## config.mk

```make
export PLATFORM = sky130hd
export DESIGN_NAME = punc_loader
export DESIGN_NICKNAME = d
export VERILOG_FILES = /design/src/rtl/punc_loader_pkg.sv /design/src/rtl/punc_loader_word_asm.sv /design/src/rtl/punc_loader.sv
export SDC_FILE = /design/constraint.sdc
export NUM_CORES = 1
export LEC_CHECK = 0
export BUFFER_PORTS_ARGS = -buffer_cell sky130_fd_sc_hd__buf_2
export CAP_MARGIN = 20
export CORE_ASPECT_RATIO = 1.2
export CORE_UTILIZATION = 36
export DETAILED_ROUTE_END_ITERATION = 6
export PLACE_DENSITY = 0.48
export SETUP_SLACK_MARGIN = 0.3
export SLEW_MARGIN = 0
export SYNTH_ARGS = -nofsm -noshare
export SYNTH_HDL_FRONTEND = slang
export SYNTH_SLANG_ARGS = --single-unit
```

## constraint.sdc

```tcl
create_clock -name clk -period 4.4 [get_ports clk]
set_input_delay 0.88 -clock clk [delete_from_list [all_inputs] [get_ports clk]]
set_output_delay 0.88 -clock clk [all_outputs]
set_load 0.01 [all_outputs]
```

## src/rtl/punc_loader_pkg.sv

```systemverilog
// Shared definitions for the PUnC image loader: FSM states, byte-order
// constants for 16-bit fields, and small state-classification helpers.
package punc_loader_pkg;

  typedef enum logic [3:0] {
    ORG_HI = 4'd0,
    ORG_LO = 4'd1,
    CNT_HI = 4'd2,
    CNT_LO = 4'd3,
    DAT_HI = 4'd4,
    DAT_LO = 4'd5,
    WRITE  = 4'd6,
    CSUM   = 4'd7,
    DONE   = 4'd8,
    ERR    = 4'd9
  } state_t;

  // 16-bit fields (ORIGIN, COUNT, data words) arrive MSB first.
  localparam int unsigned WORD_HI_SHIFT = 8;
  localparam int unsigned WORD_LO_SHIFT = 0;

  // States in which the loader consumes an upstream byte.
  function automatic logic is_byte_state(input state_t s);
    logic r;
    case (s)
      ORG_HI, ORG_LO, CNT_HI, CNT_LO, DAT_HI, DAT_LO, CSUM: r = 1'b1;
      default:                                             r = 1'b0;
    endcase
    return r;
  endfunction

  // States whose byte is the high half of a 16-bit field.
  function automatic logic is_hi_state(input state_t s);
    logic r;
    case (s)
      ORG_HI, CNT_HI, DAT_HI: r = 1'b1;
      default:                r = 1'b0;
    endcase
    return r;
  endfunction

endpackage

```

## src/rtl/punc_loader_word_asm.sv

```systemverilog
// Pairs MSB/LSB bytes into 16-bit words and keeps the running XOR of all
// accepted non-checksum bytes.
module punc_loader_word_asm
  import punc_loader_pkg::*;
(
  input  logic        clk,
  input  logic        rst,
  input  logic        take,
  input  logic        hi_sel,
  input  logic        csum_sel,
  input  logic [7:0]  din,
  output logic [15:0] pair,
  output logic [7:0]  xor_acc
);

  logic [7:0] hi_r;
  logic [7:0] xor_r;

  // Latch high bytes and fold every accepted non-checksum byte into the XOR.
  always_ff @(posedge clk or negedge rst) begin
    if (!rst) begin
      hi_r  <= 8'h00;
      xor_r <= 8'h00;
    end else begin
      if (take && hi_sel) begin
        hi_r <= din;
      end
      if (take && !csum_sel) begin
        xor_r <= xor_r ^ din;
      end
    end
  end

  // The low byte is paired straight from the input so the word is usable on
  // the same edge that accepts it.
  assign pair    = (16'(hi_r) << WORD_HI_SHIFT) | (16'(din) << WORD_LO_SHIFT);
  assign xor_acc = xor_r;

endmodule

```

## src/rtl/punc_loader.sv

```systemverilog
// PUnC boot loader: parses ORIGIN/COUNT/data/checksum byte stream, writes the
// data words into PUnC memory and releases the core once the image verifies.
module punc_loader
  import punc_loader_pkg::*;
#(
  parameter int MEM_DEPTH = 128
) (
  input  logic        clk,
  input  logic        rst,
  input  logic        in_valid,
  input  logic [7:0]  in_data,
  output logic        in_ready,
  output logic        mem_we,
  output logic [15:0] mem_addr,
  output logic [15:0] mem_wdata,
  output logic        core_hold,
  output logic        load_done,
  output logic        load_err
);

  state_t      state_r;
  state_t      state_nxt_s;
  logic [15:0] origin_r;
  logic [15:0] count_r;
  logic [15:0] index_r;
  logic [15:0] pair_s;
  logic [7:0]  xor_s;
  logic [16:0] end_s;
  logic [15:0] index_inc_s;
  logic        take_s;
  logic        in_ready_r;
  logic        mem_we_r;
  logic [15:0] mem_addr_r;
  logic [15:0] mem_wdata_r;
  logic        core_hold_r;
  logic        load_done_r;
  logic        load_err_r;

  assign take_s      = in_valid & in_ready_r;
  assign end_s       = {1'b0, origin_r} + {1'b0, pair_s};
  assign index_inc_s = index_r + 16'd1;

  punc_loader_word_asm u_word_asm (
    .clk      (clk),
    .rst      (rst),
    .take     (take_s),
    .hi_sel   (is_hi_state(state_r)),
    .csum_sel (state_r == CSUM),
    .din      (in_data),
    .pair     (pair_s),
    .xor_acc  (xor_s)
  );

  // Next-state decode; byte states only advance on an accepted byte.
  always_comb begin
    state_nxt_s = state_r;
    case (state_r)
      ORG_HI: if (take_s) state_nxt_s = ORG_LO; else state_nxt_s = ORG_HI;
      ORG_LO: if (take_s) state_nxt_s = CNT_HI; else state_nxt_s = ORG_LO;
      CNT_HI: if (take_s) state_nxt_s = CNT_LO; else state_nxt_s = CNT_HI;
      CNT_LO: begin
        if (!take_s) begin
          state_nxt_s = CNT_LO;
        end else if (end_s > 17'(MEM_DEPTH)) begin
          state_nxt_s = ERR;
        end else if (pair_s == 16'h0000) begin
          state_nxt_s = CSUM;
        end else begin
          state_nxt_s = DAT_HI;
        end
      end
      DAT_HI: if (take_s) state_nxt_s = DAT_LO; else state_nxt_s = DAT_HI;
      DAT_LO: if (take_s) state_nxt_s = WRITE;  else state_nxt_s = DAT_LO;
      WRITE:  if (index_inc_s < count_r) state_nxt_s = DAT_HI; else state_nxt_s = CSUM;
      CSUM: begin
        if (!take_s) begin
          state_nxt_s = CSUM;
        end else if (in_data == xor_s) begin
          state_nxt_s = DONE;
        end else begin
          state_nxt_s = ERR;
        end
      end
      DONE:    state_nxt_s = DONE;
      ERR:     state_nxt_s = ERR;
      default: state_nxt_s = ERR;
    endcase
  end

  // State register, registered outputs derived from the next state, and the
  // ORIGIN/COUNT/index/write-port datapath.
  always_ff @(posedge clk or negedge rst) begin
    if (!rst) begin
      state_r     <= ORG_HI;
      origin_r    <= 16'h0000;
      count_r     <= 16'h0000;
      index_r     <= 16'h0000;
      in_ready_r  <= 1'b0;
      mem_we_r    <= 1'b0;
      mem_addr_r  <= 16'h0000;
      mem_wdata_r <= 16'h0000;
      core_hold_r <= 1'b1;
      load_done_r <= 1'b0;
      load_err_r  <= 1'b0;
    end else begin
      state_r     <= state_nxt_s;
      in_ready_r  <= is_byte_state(state_nxt_s);
      mem_we_r    <= (state_nxt_s == WRITE);
      core_hold_r <= (state_nxt_s != DONE);
      load_done_r <= (state_nxt_s == DONE);
      load_err_r  <= (state_nxt_s == ERR);
      if (state_r == ORG_LO && take_s) begin
        origin_r <= pair_s;
      end
      if (state_r == CNT_LO && take_s) begin
        count_r <= pair_s;
      end
      if (state_r == DAT_LO && take_s) begin
        mem_addr_r  <= origin_r + index_r;
        mem_wdata_r <= pair_s;
      end
      if (state_r == WRITE) begin
        index_r <= index_inc_s;
      end
    end
  end

  assign in_ready  = in_ready_r;
  assign mem_we    = mem_we_r;
  assign mem_addr  = mem_addr_r;
  assign mem_wdata = mem_wdata_r;
  assign core_hold = core_hold_r;
  assign load_done = load_done_r;
  assign load_err  = load_err_r;

endmodule

```

==> metrics.log, run 1 <==
INFO  metric endpoint_kind = flip-flop
INFO  metric timing_hold_violations_final = 0
INFO  metric io-pin-count = 48
INFO  metric min_period_over_period = 0.851
INFO  metric synth_edf_count = 0
INFO  metric worstRegToRegCells = 15
INFO  metric maxClockFrequency = 267 MHz
INFO  metric clk_pin_slew_worst_paths = 70 ps
INFO  metric grt_util_all_layers = 0.185
INFO  metric antenna_left = 0
INFO  metric clock_tree_from_tritoncts = yes
INFO  metric synthDominantCellAreaShare = 0.416
INFO  metric yosys_register_bits = 105
INFO  metric crit_path_end = load_err$_DFF_PN0_
INFO  metric cts.repair.resized = 0
INFO  metric timing.critical_path.from = in_data[0]
INFO  metric grt_max_degree = 71
INFO  metric fp-row-count = 52
INFO  metric gp_routability_congestion = 0.841
INFO  metric startpoint_type = input pin
INFO  metric area_delta_synth_final = 12.6%
INFO  metric cts_max_path_buffers = 2
INFO  metric detail_route.vias_per_cell = 5.26
INFO  metric synth.net_count = 700
INFO  metric synth_top_cell_by_area = sky130_fd_sc_hd__dfrtp_1
INFO  metric worstPathRequired = approximately 4600 ps
INFO  metric grt_pass1_wl = 25.1 mm
INFO  metric netlist-cell-type-count = 62
INFO  metric final_cell_count_no_fill = 910
INFO  metric setup_viol = 0
INFO  metric r2r_end = state_r[0]$_DFF_PN0_
INFO  metric dieWidth = 122 um
INFO  metric cts.repair_timing.setup_buffer_count = 0
INFO  metric layout.area.seq = approximately 2600 um^2
INFO  metric timing.max_cap.violations = 0
INFO  metric max_slew_margin = 0.380
INFO  metric worstReg2RegStart = index_r[2]$_DFFE_PN0P_
INFO  metric synth_area_leaders = sky130_fd_sc_hd__dfrtp_1 42%, sky130_fd_sc_hd__ha_1 9.4%, sky130_fd_sc_hd__mux2_2 7.6%
INFO  metric clock_tree.root_cell = sky130_fd_sc_hd__clkbuf_16
INFO  metric detailroute.via_count = 4783
INFO  metric multiInputGateArea = 3460 um^2
INFO  metric nets = between 700 and 800
INFO  metric place.detailed.hpwl = approximately 12 mm
INFO  metric cts_hold_buf = 0
INFO  metric critPathKind = input pin to flip-flop
INFO  metric clkLatencyLatePin = between 300 and 400 ps
INFO  metric initial_drt_markers = 201
INFO  metric min-delay-path-class = flip-flop to flip-flop
INFO  metric timing.critical_path.slowest_stage_cell = sky130_fd_sc_hd__a2111oi_0
INFO  metric post-route-drc-count = 0
INFO  metric numPlacedInstances = 894
INFO  metric regToRegSetupSlack = around 830 ps
INFO  metric outcome = finished, final reports clean
INFO  metric hold_ws = 474 ps
INFO  metric drt-wirelength-per-cell = between 15 and 20 um
INFO  metric maxSlewViolCount = 0
INFO  metric fraction_of_layout_instances_using_a_drive_strength_above_1 = 0.177
INFO  metric path_max_fanout = 8
INFO  metric cellPowerDensity = 613 nW/um^2
INFO  metric fin_skew = roughly 6.2 ps
INFO  metric ys_warn_count = 0
INFO  metric core_region_area = 16900 um^2
INFO  metric unrepaired_setup_endpoints_after_global_routing = no
INFO  metric antenna_found_initial = 0
INFO  metric dr.pass1.iters = 4
INFO  metric io_buffer_count = 47
INFO  metric synthesis.area_per_instance = between 9 and 10 um^2
INFO  metric totalNegativeSetupSlack = 0 ps
INFO  metric synth-async-reset-ratio = 1.00
INFO  metric clkSinkCount = 105
INFO  metric data_arrival_time_at_the_worst_slack_endpoint = 3960 ps
INFO  metric initial_utilization = 0.369
INFO  metric syn_area = 6250 um^2
INFO  metric routed_wl = 15.5 mm
INFO  metric path_cells = buf_2, ha_1, fa_1, a21o_1, a221oi_1, o211ai_1, a311oi_1, o221ai_1, a2111oi_0, o22ai_1
INFO  metric n_antenna_cell = 0
INFO  metric globalRoute.totalOverflow = 0
INFO  metric power.static_leakage = 3.44 nW
INFO  metric grt_pass1_vias = approximately 4800
INFO  metric delay_of_the_slowest_cell_on_the_worst_path = 580 ps
INFO  metric clock_h_tree_levels = 3
INFO  metric die-area = approximately 18000 um^2
INFO  metric layout.filler_cells = 1692
INFO  metric finalWorstPathRequiredPeriod = 3740 ps
INFO  metric tightestPinTransition = 930 ps
INFO  metric cts-buffers-inserted = 9
INFO  metric syn_inst = 640
INFO  metric die_height = 146 um
INFO  metric power.total = 0.00432 W
INFO  metric vdd.ir_drop.worst = 0.232 mV
INFO  metric ys.flop_type = sky130_fd_sc_hd__dfrtp_1
INFO  metric yosysSeqAreaShare = 0.421
==> flip-flops by register name (all words and copies together), names as in the netlist, 4 cells and up <==
register / cells
count_r: 16
index_r: 16
mem_addr: 16
mem_wdata: 16
origin_r: 16
u_word_asm.hi_r: 8
u_word_asm.xor_acc: 8
state_r: 4
==> per-stage QoR <==
stage | setup WS, ps | area, um^2 | util
after floorplan | 835 | 6250 | -
after global placement | 391 | 6750 | 0.399
after detailed placement | 350 | 6750 | 0.399
after CTS | 733 | 7040 | 0.416
after global routing | 411 | 7040 | 0.416
final | 658 | 7040 | 0.416
==> synth_stat cells, drive strengths merged (3+ instances only) <==
cell type / count
or3: 4
and4: 3
o21a: 6
a211oi: 8
a21boi: 3
mux2: 42
o211ai: 7
and2: 7
a31oi: 3
nand2: 113
ha: 47
or2: 4
nand2b: 5
nor4: 5
nand3: 20
xor2: 25
nor3: 5
a21o: 8
a211o: 4
nor2b: 6
inv: 28
nand4: 7
nor2: 25
clkbuf: 13
xnor2: 36
and3: 9
a21oi: 22
o21ai: 34
dfrtp: 104
==> routing by layer <==
metal / wire [um] / track usage
met5: 0 / 0
met4: 250 / 0.0646
met3: 417 / 0.0305
met2: 7790 / 0.317
met1: 7080 / 0.232
==> layout make-up <==
type / instances / area share
repair buffers: 53 / 0.0402
well taps: 216 / 0.0384
clock inverters: 6 / 0.00747
inverters: 28 / 0.0149
multi-input cells: 492 / 0.492
clock buffers: 10 / 0.0340
flip-flops and latches: 105 / 0.374
==> worst max-delay path: cells and delay by family <==
| family | cells | cell delay [ps] |
|---|---|---|
| AOI/OAI and AO/OA | 7 | 2280 |
| adders and majority gates | 2 | 640 |
| buffers and inverters | 1 | 150 |
==> placed cells by master, fill, tap and decap left out, types with 6 or more instances in the layout <==
cell type / count
sky130_fd_sc_hd__buf_4: 7
sky130_fd_sc_hd__mux2_2: 42
sky130_fd_sc_hd__and3_1: 9
sky130_fd_sc_hd__a21o_1: 7
sky130_fd_sc_hd__dfrtp_1: 104
sky130_fd_sc_hd__clkbuf_16: 9
sky130_fd_sc_hd__a211oi_1: 8
sky130_fd_sc_hd__and2_1: 6
sky130_fd_sc_hd__xnor2_1: 36
sky130_fd_sc_hd__xor2_1: 25
sky130_fd_sc_hd__nand3_1: 20
sky130_fd_sc_hd__ha_1: 47
sky130_fd_sc_hd__o21a_1: 6
sky130_fd_sc_hd__nand2_1: 113
sky130_fd_sc_hd__o21ai_0: 34
sky130_fd_sc_hd__nor2b_1: 6
sky130_fd_sc_hd__o211ai_1: 7
sky130_fd_sc_hd__nor2_1: 25
sky130_fd_sc_hd__buf_2: 46
sky130_fd_sc_hd__a21oi_1: 22
sky130_fd_sc_hd__nand4_1: 7
sky130_fd_sc_hd__inv_1: 28
==> worst min-delay path by stage <==
| stage | from | end | cells past startpoint |
|---|---|---|---|
| final | mem_addr[5]$_DFFE_PN0P_ | mem_addr[5]$_DFFE_PN0P_ | 2 |
| after global routing | mem_wdata[0]$_DFFE_PN0P_ | mem_wdata[0]$_DFFE_PN0P_ | 2 |
| after global placement | mem_wdata[4]$_DFFE_PN0P_ | mem_wdata[4]$_DFFE_PN0P_ | 2 |
| after CTS | mem_wdata[6]$_DFFE_PN0P_ | mem_wdata[6]$_DFFE_PN0P_ | 2 |
| after floorplan | u_word_asm.xor_acc[0]$_DFFE_PN0P_ | u_word_asm.xor_acc[0]$_DFFE_PN0P_ | 1 |
| after detailed placement | mem_wdata[10]$_DFFE_PN0P_ | mem_wdata[10]$_DFFE_PN0P_ | 2 |
==> report_power, final <==
part	total (W)	internal [W]	switching (W)	leakage (nW)
clock network	0.000799	0.000407	0.000392	0.143
registers	0.00157	0.00126	0.000312	1.37
logic	0.00194	0.000876	0.00107	1.93
total	0.00432	0.00254	0.00177	3.44
==> cell families after synthesis <==
group / share of synthesized area
AND/OR/NAND/NOR: 0.164
AO/OA/AOI/OAI: 0.124
flip-flops: 0.421
XOR/XNOR: 0.0855
adder cells (fa/ha/maj): 0.101
multiplexers: 0.0789
buffers and inverters: 0.0264
Power figures use the tool's default switching activity.
==> inputs of run 2 (changes only) <==
--- a/config.mk
+++ b/config.mk
@@ -15,4 +15,5 @@
 export SLEW_MARGIN = 0
 export SYNTH_ARGS = -nofsm -noshare
 export SYNTH_HDL_FRONTEND = slang
+export SYNTH_HIERARCHICAL = 1
 export SYNTH_SLANG_ARGS = --single-unit
==> metrics.log, run 2 <==
INFO  metric fp-row-count = 52
INFO  metric timing.critical_path.slowest_stage_cell = sky130_fd_sc_hd__dfrtp_1
INFO  metric detailroute.via_count = 4758
INFO  metric die-area = around 18000 um^2
INFO  metric yosysSeqAreaShare = 0.414
INFO  metric endpoint_kind = flip-flop
INFO  metric grt_pass1_vias = 4848
INFO  metric synthesis.area_per_instance = 9.84 um^2
INFO  metric clock_tree.root_cell = sky130_fd_sc_hd__clkbuf_16
INFO  metric vdd.ir_drop.worst = 0.250 mV
INFO  metric worstReg2RegStart = index_r[2]$_DFFE_PN0P_
INFO  metric maxClockFrequency = 297 MHz
INFO  metric timing.hold.worst.start = mem_addr[7]$_DFFE_PN0P_
INFO  metric tightestPinTransition = between 900 and 1000 ps
INFO  metric cts_hold_buf = 0
INFO  metric startpoint_type = flip-flop
INFO  metric synth_common_cells = 107 x sky130_fd_sc_hd__nand2_1, 104 x sky130_fd_sc_hd__dfrtp_1, 47 x sky130_fd_sc_hd__ha_1
INFO  metric cts_max_path_buffers = 2
INFO  metric cellPowerDensity = 583 nW/um^2
INFO  metric synth_area_leaders = sky130_fd_sc_hd__dfrtp_1 41%, sky130_fd_sc_hd__ha_1 9.3%, sky130_fd_sc_hd__nand2_1 6.3%
INFO  metric yosysMostFrequentCell = sky130_fd_sc_hd__nand2_1
INFO  metric cp_top_family = simple AND/OR/NAND/NOR gates
INFO  metric dieWidth = about 120 um
INFO  metric synth_edf_count = 0
INFO  metric critPathKind = flip-flop to flip-flop
INFO  metric syn_inst = 645
INFO  metric synth.net_count = 705
INFO  metric initial_utilization = 0.372
INFO  metric grt_max_degree = 59
INFO  metric final_cell_count_no_fill = 901
INFO  metric clock_h_tree_levels = 3
INFO  metric numPlacedInstances = a little under 900
INFO  metric netlist-cell-type-count = 64
INFO  metric finalWorstPathRequiredPeriod = around 3400 ps
INFO  metric n_antenna_cell = 0
INFO  metric mostFrequentLayoutCells = 107 x sky130_fd_sc_hd__nand2_1, 104 x sky130_fd_sc_hd__dfrtp_1, 47 x sky130_fd_sc_hd__ha_1, 46 x sky130_fd_sc_hd__buf_2, 40 x sky130_fd_sc_hd__o21ai_0
INFO  metric clock_tree_from_tritoncts = yes
INFO  metric path_cells = nand3_1, nor2_1, and3_1, and3_1, and2_1, nand4_1, xnor2_1, ha_1, a21o_1, a21oi_1, a21bo_2, a31oi_1, a21boi_1, o21bai_1, o21ai_1
INFO  metric initial_drt_markers = 277
INFO  metric core_region_area = 17000 um^2
INFO  metric ys_warn_count = 6
INFO  metric globalRoute.totalOverflow = 0
INFO  metric cts.repair_timing.setup_buffer_count = 0
INFO  metric maxSlewViolCount = 0
INFO  metric data_arrival_time_at_the_worst_slack_endpoint = approximately 3600 ps
INFO  metric timing_hold_violations_final = 0
INFO  metric fin_skew = a little under 9 ps
INFO  metric clkLatencyLatePin = 360 ps
INFO  metric die_height = 147 um
INFO  metric final_common_cell = sky130_fd_sc_hd__nand2_1
INFO  metric synth-async-reset-ratio = 1.00
INFO  metric post-route-drc-count = 0
INFO  metric io_buffer_count = 47
INFO  metric layout.filler_cells = 1709
INFO  metric yosys_register_bits = between 100 and 150
INFO  metric dr.pass1.iters = 5
INFO  metric hold_ws = 466 ps
INFO  metric path_max_fanout = 5
INFO  metric max_slew_margin = 0.346
INFO  metric drt-wirelength-per-cell = ~18 um
INFO  metric setup_viol = 0
INFO  metric cts-buffers-inserted = 9
INFO  metric synthDominantCellAreaShare = 0.410
INFO  metric worstPathRequired = 4620 ps
INFO  metric synth_top_cell_by_area = sky130_fd_sc_hd__dfrtp_1
INFO  metric timing.critical_path.from = index_r[2]$_DFFE_PN0P_
INFO  metric cts.repair.resized = 0
INFO  metric timing.max_cap.violations = 0
INFO  metric place.detailed.hpwl = approximately 12 mm
INFO  metric outcome = finished, final reports clean
INFO  metric delay_of_the_slowest_cell_on_the_worst_path = 450 ps
INFO  metric totalNegativeSetupSlack = 0 ps
INFO  metric fraction_of_layout_instances_using_a_drive_strength_above_1 = 0.152
INFO  metric unrepaired_setup_endpoints_after_global_routing = no
INFO  metric syn_area = between 6000 and 7000 um^2
INFO  metric layout.area.seq = 2630 um^2
INFO  metric nets = 740
INFO  metric detail_route.vias_per_cell = approximately 5.3
INFO  metric clkSinkCount = 105
INFO  metric power.static_leakage = 3.47 nW
INFO  metric gp_routability_congestion = 0.814
INFO  metric cp_num_buf_inv = 0
INFO  metric min_period_over_period = 0.766
INFO  metric critical_path.most_common_cell = sky130_fd_sc_hd__and3_1
INFO  metric antenna_left = 0
INFO  metric routed_wl = 16.1 mm
INFO  metric area_delta_synth_final = 11.1%
INFO  metric grt_util_all_layers = 0.193
INFO  metric ys.flop_type = sky130_fd_sc_hd__dfrtp_1
INFO  metric min-delay-path-class = flip-flop to flip-flop
INFO  metric io-pin-count = 48
INFO  metric antenna_found_initial = 0
INFO  metric grt_pass1_wl = 26.3 mm
INFO  metric clk_pin_slew_worst_paths = about 70 ps
INFO  metric multiInputGateArea = between 3000 and 4000 um^2
[run 2: cell families (layout without fill, tap and decap cells)]
family | after synthesis | in the layout | share of synthesized area
fa+ha+maj | 49 | 49 | 0.0990
compound gates | 141 | 141 | 0.148
buf+inv | 55 | 95 | 0.0398
flops | 105 | 105 | 0.414
mux | 29 | 29 | 0.0556
simple gates | 203 | 203 | 0.156
xor+xnor | 63 | 63 | 0.0870
[run 2: layout make-up]
| type | count | share of cell area |
|---|---|---|
| well taps | 216 | 0.0383 |
| multi-input cells | 485 | 0.491 |
| clock buffers | 13 | 0.0383 |
| flip-flops and latches | 105 | 0.373 |
| clock inverters | 3 | 0.00657 |
| inverters | 28 | 0.0149 |
| repair buffers | 51 | 0.0380 |
[run 2: metrics by stage]
stage	instance area [um^2]	total power, W	utilization	setup slack, ps
2_1_floorplan	6340	0.00282	-	1120
3_3_place_gp	6730	0.00326	0.395	794
3_5_place_dp	6730	0.00328	0.395	736
4_1_cts	7050	0.00416	0.414	966
6_report	7050	0.00411	0.414	1030
5_1_grt	7050	0.00443	0.414	715
[run 2: power by group]
part	internal (W)	total [W]	switching [W]
Sequential	0.00123	0.00152	0.000294
Clock	0.000491	0.000862	0.000371
Combinational	0.000788	0.00173	0.000940
[run 2: final timing paths]
| kind | to | slack [ps] | depth (start not counted) |
|---|---|---|---|
| min reg2reg | mem_addr[7]$_DFFE_PN0P_ | 470 | 2 |
| max | load_err$_DFF_PN0_ | 1030 | 15 |
| min in group asynchronous | mem_wdata[3]$_DFFE_PN0P_ | 590 | 1 |
| min | mem_addr[7]$_DFFE_PN0P_ | 470 | 2 |
| max reg2reg | load_err$_DFF_PN0_ | 1030 | 15 |
| max in group asynchronous | core_hold$_DFF_PN1_ | 2910 | 2 |
[run 2: tightest hold or removal path: cells and delay by family (launching register included)]
| family | cells | cell delay [ps] |
|---|---|---|
| DFF | 1 | 340 |
| and+or+nand+nor | 2 | 100 |
[run 2: metal layers]
layer / share of wire / up-vias / track usage
met5: 0 / - / 0
met4: 0.027 / 0 / 0.0813
met3: 0.033 / 29 / 0.0243
met2: 0.48 / 94 / 0.310
met1: 0.46 / 2311 / 0.259
li1: - / 2324 / -
==> inputs of run 3 (changes only) <==
--- a/config.mk
+++ b/config.mk
@@ -5,12 +5,13 @@
 export SDC_FILE = /design/constraint.sdc
 export NUM_CORES = 1
 export LEC_CHECK = 0
+export ABC_AREA = 1
 export BUFFER_PORTS_ARGS = -buffer_cell sky130_fd_sc_hd__buf_2
 export CAP_MARGIN = 20
 export CORE_ASPECT_RATIO = 1.2
 export CORE_UTILIZATION = 36
 export DETAILED_ROUTE_END_ITERATION = 6
-export PLACE_DENSITY = 0.48
+export PLACE_DENSITY = 0.5
 export SETUP_SLACK_MARGIN = 0.3
 export SLEW_MARGIN = 0
 export SYNTH_ARGS = -nofsm -noshare
==> constraint.sdc (replaced) <==
create_clock -name clk -period 2.85 [get_ports clk]
set_input_delay 0.57 -clock clk [delete_from_list [all_inputs] [get_ports clk]]
set_output_delay 0.57 -clock clk [all_outputs]
set_load 0.01 [all_outputs]
==> metrics.log, run 3 <==
INFO  metric outcome = finished, final reports clean
INFO  metric worstReg2RegStart = index_r[1]$_DFFE_PN0P_
INFO  metric data_arrival_time_at_the_worst_slack_endpoint = about 2800 ps
INFO  metric path_max_fanout = 4
INFO  metric clkLatencyLatePin = 360 ps
INFO  metric final_common_cell = sky130_fd_sc_hd__nand2_1
INFO  metric finalWorstPathRequiredPeriod = about 2600 ps
INFO  metric min_period_over_period = 0.896
INFO  metric syn_area = between 6000 and 7000 um^2
INFO  metric io-pin-count = 48
INFO  metric routed_wl = about 18 mm
INFO  metric drt-wirelength-per-cell = 15.3 um
INFO  metric totalNegativeSetupSlack = 0 ps
INFO  metric ys_warn_count = 6
INFO  metric startpoint_type = flip-flop
INFO  metric cts-buffers-inserted = 9
INFO  metric timing.max_cap.violations = 0
INFO  metric cts_hold_buf = 0
INFO  metric initial_drt_markers = around 270
INFO  metric cellPowerDensity = 366 nW/um^2
INFO  metric core_region_area = ~18000 um^2
INFO  metric dieWidth = 126 um
INFO  metric n_antenna_cell = 0
INFO  metric place.detailed.hpwl = 13.6 mm
INFO  metric timing.critical_path.from = index_r[1]$_DFFE_PN0P_
INFO  metric layout.filler_cells = 1850
INFO  metric globalRoute.totalOverflow = 0
INFO  metric grt_util_all_layers = 0.195
INFO  metric yosysSeqAreaShare = 0.397
INFO  metric mostFrequentLayoutCells = 251 x sky130_fd_sc_hd__nand2_1, 120 x sky130_fd_sc_hd__inv_1, 102 x sky130_fd_sc_hd__dfrtp_1, 75 x sky130_fd_sc_hd__o21ai_0, 47 x sky130_fd_sc_hd__nand3_1
INFO  metric dr.pass1.iters = 4
INFO  metric min-delay-path-class = input pin to asynchronous set/reset pin
INFO  metric die_height = 151 um
INFO  metric io_buffer_count = 47
INFO  metric clk_pin_slew_worst_paths = 70 ps
INFO  metric synth.net_count = 927
INFO  metric detailroute.via_count = 5625
INFO  metric synth_common_cells = 255 x sky130_fd_sc_hd__nand2_1, 120 x sky130_fd_sc_hd__inv_1, 104 x sky130_fd_sc_hd__dfrtp_1
INFO  metric worstRegToRegCells = 18
INFO  metric ys.flop_type = sky130_fd_sc_hd__dfrtp_1
INFO  metric fin_skew = between 10 and 15 ps
INFO  metric detail_route.vias_per_cell = roughly 4.9
INFO  metric unrepaired_setup_endpoints_after_global_routing = yes
INFO  metric max_slew_margin = 0.554
INFO  metric area_delta_synth_final = 15.0%
INFO  metric worstPathRequired = 3110 ps
INFO  metric maxClockFrequency = a little under 400 MHz
INFO  metric antenna_left = 0
INFO  metric crit_path_end = load_err$_DFF_PN0_
INFO  metric r2r_end = load_err$_DFF_PN0_
INFO  metric tightestPinTransition = approximately 670 ps
INFO  metric clock_tree.root_cell = sky130_fd_sc_hd__clkbuf_16
INFO  metric grt_pass1_vias = 5200
INFO  metric yosysMostFrequentCell = sky130_fd_sc_hd__nand2_1
INFO  metric gp_routability_congestion = 0.848
INFO  metric detailed_place.area = 7150 um^2
INFO  metric yosys_register_bits = 105
INFO  metric synth_edf_count = 0
INFO  metric die-area = 18900 um^2
INFO  metric clock_tree_from_tritoncts = yes
INFO  metric synth_area_leaders = sky130_fd_sc_hd__dfrtp_1 39%, sky130_fd_sc_hd__nand2_1 14%, sky130_fd_sc_hd__ha_1 8.9%
INFO  metric synth_top_cell_by_area = sky130_fd_sc_hd__dfrtp_1
INFO  metric antenna_found_initial = 0
INFO  metric clock_h_tree_levels = 3
INFO  metric maxSlewViolCount = 0
INFO  metric regToRegSetupSlack = 300 ps
INFO  metric final_core_util = 0.428
INFO  metric cts_max_path_buffers = 2
INFO  metric area_of_all_placed_cells_without_fillers = 7610 um^2
INFO  metric initial_utilization = 0.372
INFO  metric endpoint_kind = flip-flop
INFO  metric post-route-drc-count = 0
INFO  metric synthDominantCellAreaShare = 0.393
INFO  metric critPathKind = flip-flop to flip-flop
INFO  metric synth-async-reset-ratio = 1.00
INFO  metric setup_viol = 0
INFO  metric netlist-cell-type-count = 40
INFO  metric vdd.ir_drop.worst = 0.333 mV
INFO  metric timing_hold_violations_final = 0
INFO  metric power.static_leakage = 4.11 nW
INFO  metric fp-row-count = 53
INFO  metric synthesis.area_per_instance = about 7.6 um^2
INFO  metric nets = 991
INFO  metric clkSinkCount = 105
INFO  metric fraction_of_layout_instances_using_a_drive_strength_above_1 = 0.161
INFO  metric grt_max_degree = 48
INFO  metric grt_pass1_wl = ~28 mm
INFO  metric syn_inst = a little under 900
run 3: kinds of logic after synthesis:
family,after synthesis,synth area share
DFF,105,0.397
AOI/OAI and AO/OA,128,0.103
and+or+nand+nor,404,0.269
xor gates and xnor gates,31,0.0410
adders and majority gates,49,0.0949
buffers and inverters,150,0.0947
run 3: layout make-up:
| cell class | count | area [um^2] | area share |
|---|---|---|---|
| Clock buffer | 11 | 243 | 0.0319 |
| Clock inverter | 4 | 30.0 | 0.00394 |
| Inverter | 123 | 462 | 0.0607 |
| Multi-Input combinational cell | 612 | 3470 | 0.456 |
| Sequential cell | 105 | 2630 | 0.346 |
| Tap cell | 220 | 275 | 0.0362 |
| Timing Repair Buffer | 80 | 498 | 0.0654 |
run 3: per-stage QoR:
| step | power (W) | setup slack [ps] | cells | hold WS (ps) |
|---|---|---|---|---|
| floorplan | 0.00156 | 338 | 867 | 274 |
| global placement | 0.00162 | 133 | 1129 | 460 |
| detailed placement | 0.00162 | 84.5 | 1129 | 462 |
| CTS | 0.00282 | 253 | 1150 | 194 |
| global route | 0.00289 | 46.5 | 1155 | 218 |
| finish | 0.00278 | 297 | 1155 | 179 |
run 3: per-layer routing:
metal	wire length (um)	vias up	track usage	share of wire
met5	0	-	0	0
met4	257	0	0.0566	0.015
met3	601	17	0.0352	0.034
met2	8300	110	0.321	0.47
met1	8490	2587	0.261	0.48
li1	-	2911	-	-
run 3: worst min-delay path by stage:
stage                                         from                       end  slack, ps  depth (start not counted)
after floorplan                                rst    count_r[0]$_DFFE_PN0P_        270                          0
final                                          rst   mem_addr[8]$_DFFE_PN0P_        180                          1
after global placement    mem_addr[12]$_DFFE_PN0P_  mem_addr[12]$_DFFE_PN0P_        460                          2
after global routing                           rst          mem_we$_DFF_PN0_        220                          1
after detailed placement  mem_addr[15]$_DFFE_PN0P_  mem_addr[15]$_DFFE_PN0P_        460                          2
after CTS                                      rst          mem_we$_DFF_PN0_        190                          1
run 3: power by group:
| part | switching [W] | internal [W] |
|---|---|---|
| registers | 0 | 0.00149 |
| clock network | 0.000578 | 0.000615 |
| logic | 0.0000727 | 0.0000300 |
| total | 0.000651 | 0.00213 |
run 3: critical path, cell delays in order (launching register included):
cell	delay (ps)
sky130_fd_sc_hd__dfrtp_1	410
sky130_fd_sc_hd__ha_2	210
sky130_fd_sc_hd__nand3_2	90
sky130_fd_sc_hd__nor3_2	210
sky130_fd_sc_hd__buf_4	140
sky130_fd_sc_hd__buf_4	90
sky130_fd_sc_hd__buf_4	100
sky130_fd_sc_hd__xor2_2	170
sky130_fd_sc_hd__ha_1	250
sky130_fd_sc_hd__nand2_1	90
sky130_fd_sc_hd__inv_1	40
sky130_fd_sc_hd__nand4_1	80
sky130_fd_sc_hd__o211ai_1	100
sky130_fd_sc_hd__nand3_1	80
sky130_fd_sc_hd__nand2_1	90
sky130_fd_sc_hd__nand2_2	110
sky130_fd_sc_hd__nand3_4	90
sky130_fd_sc_hd__nand2_2	70
sky130_fd_sc_hd__inv_1	30
run 3: what timing repair did:
item / in CTS / in global routing
buffers inserted: 6 / 5
pin swaps: 12 / 5
gates resized for setup: 14 / 13
endpoints found under the setup margin: 6 / 8
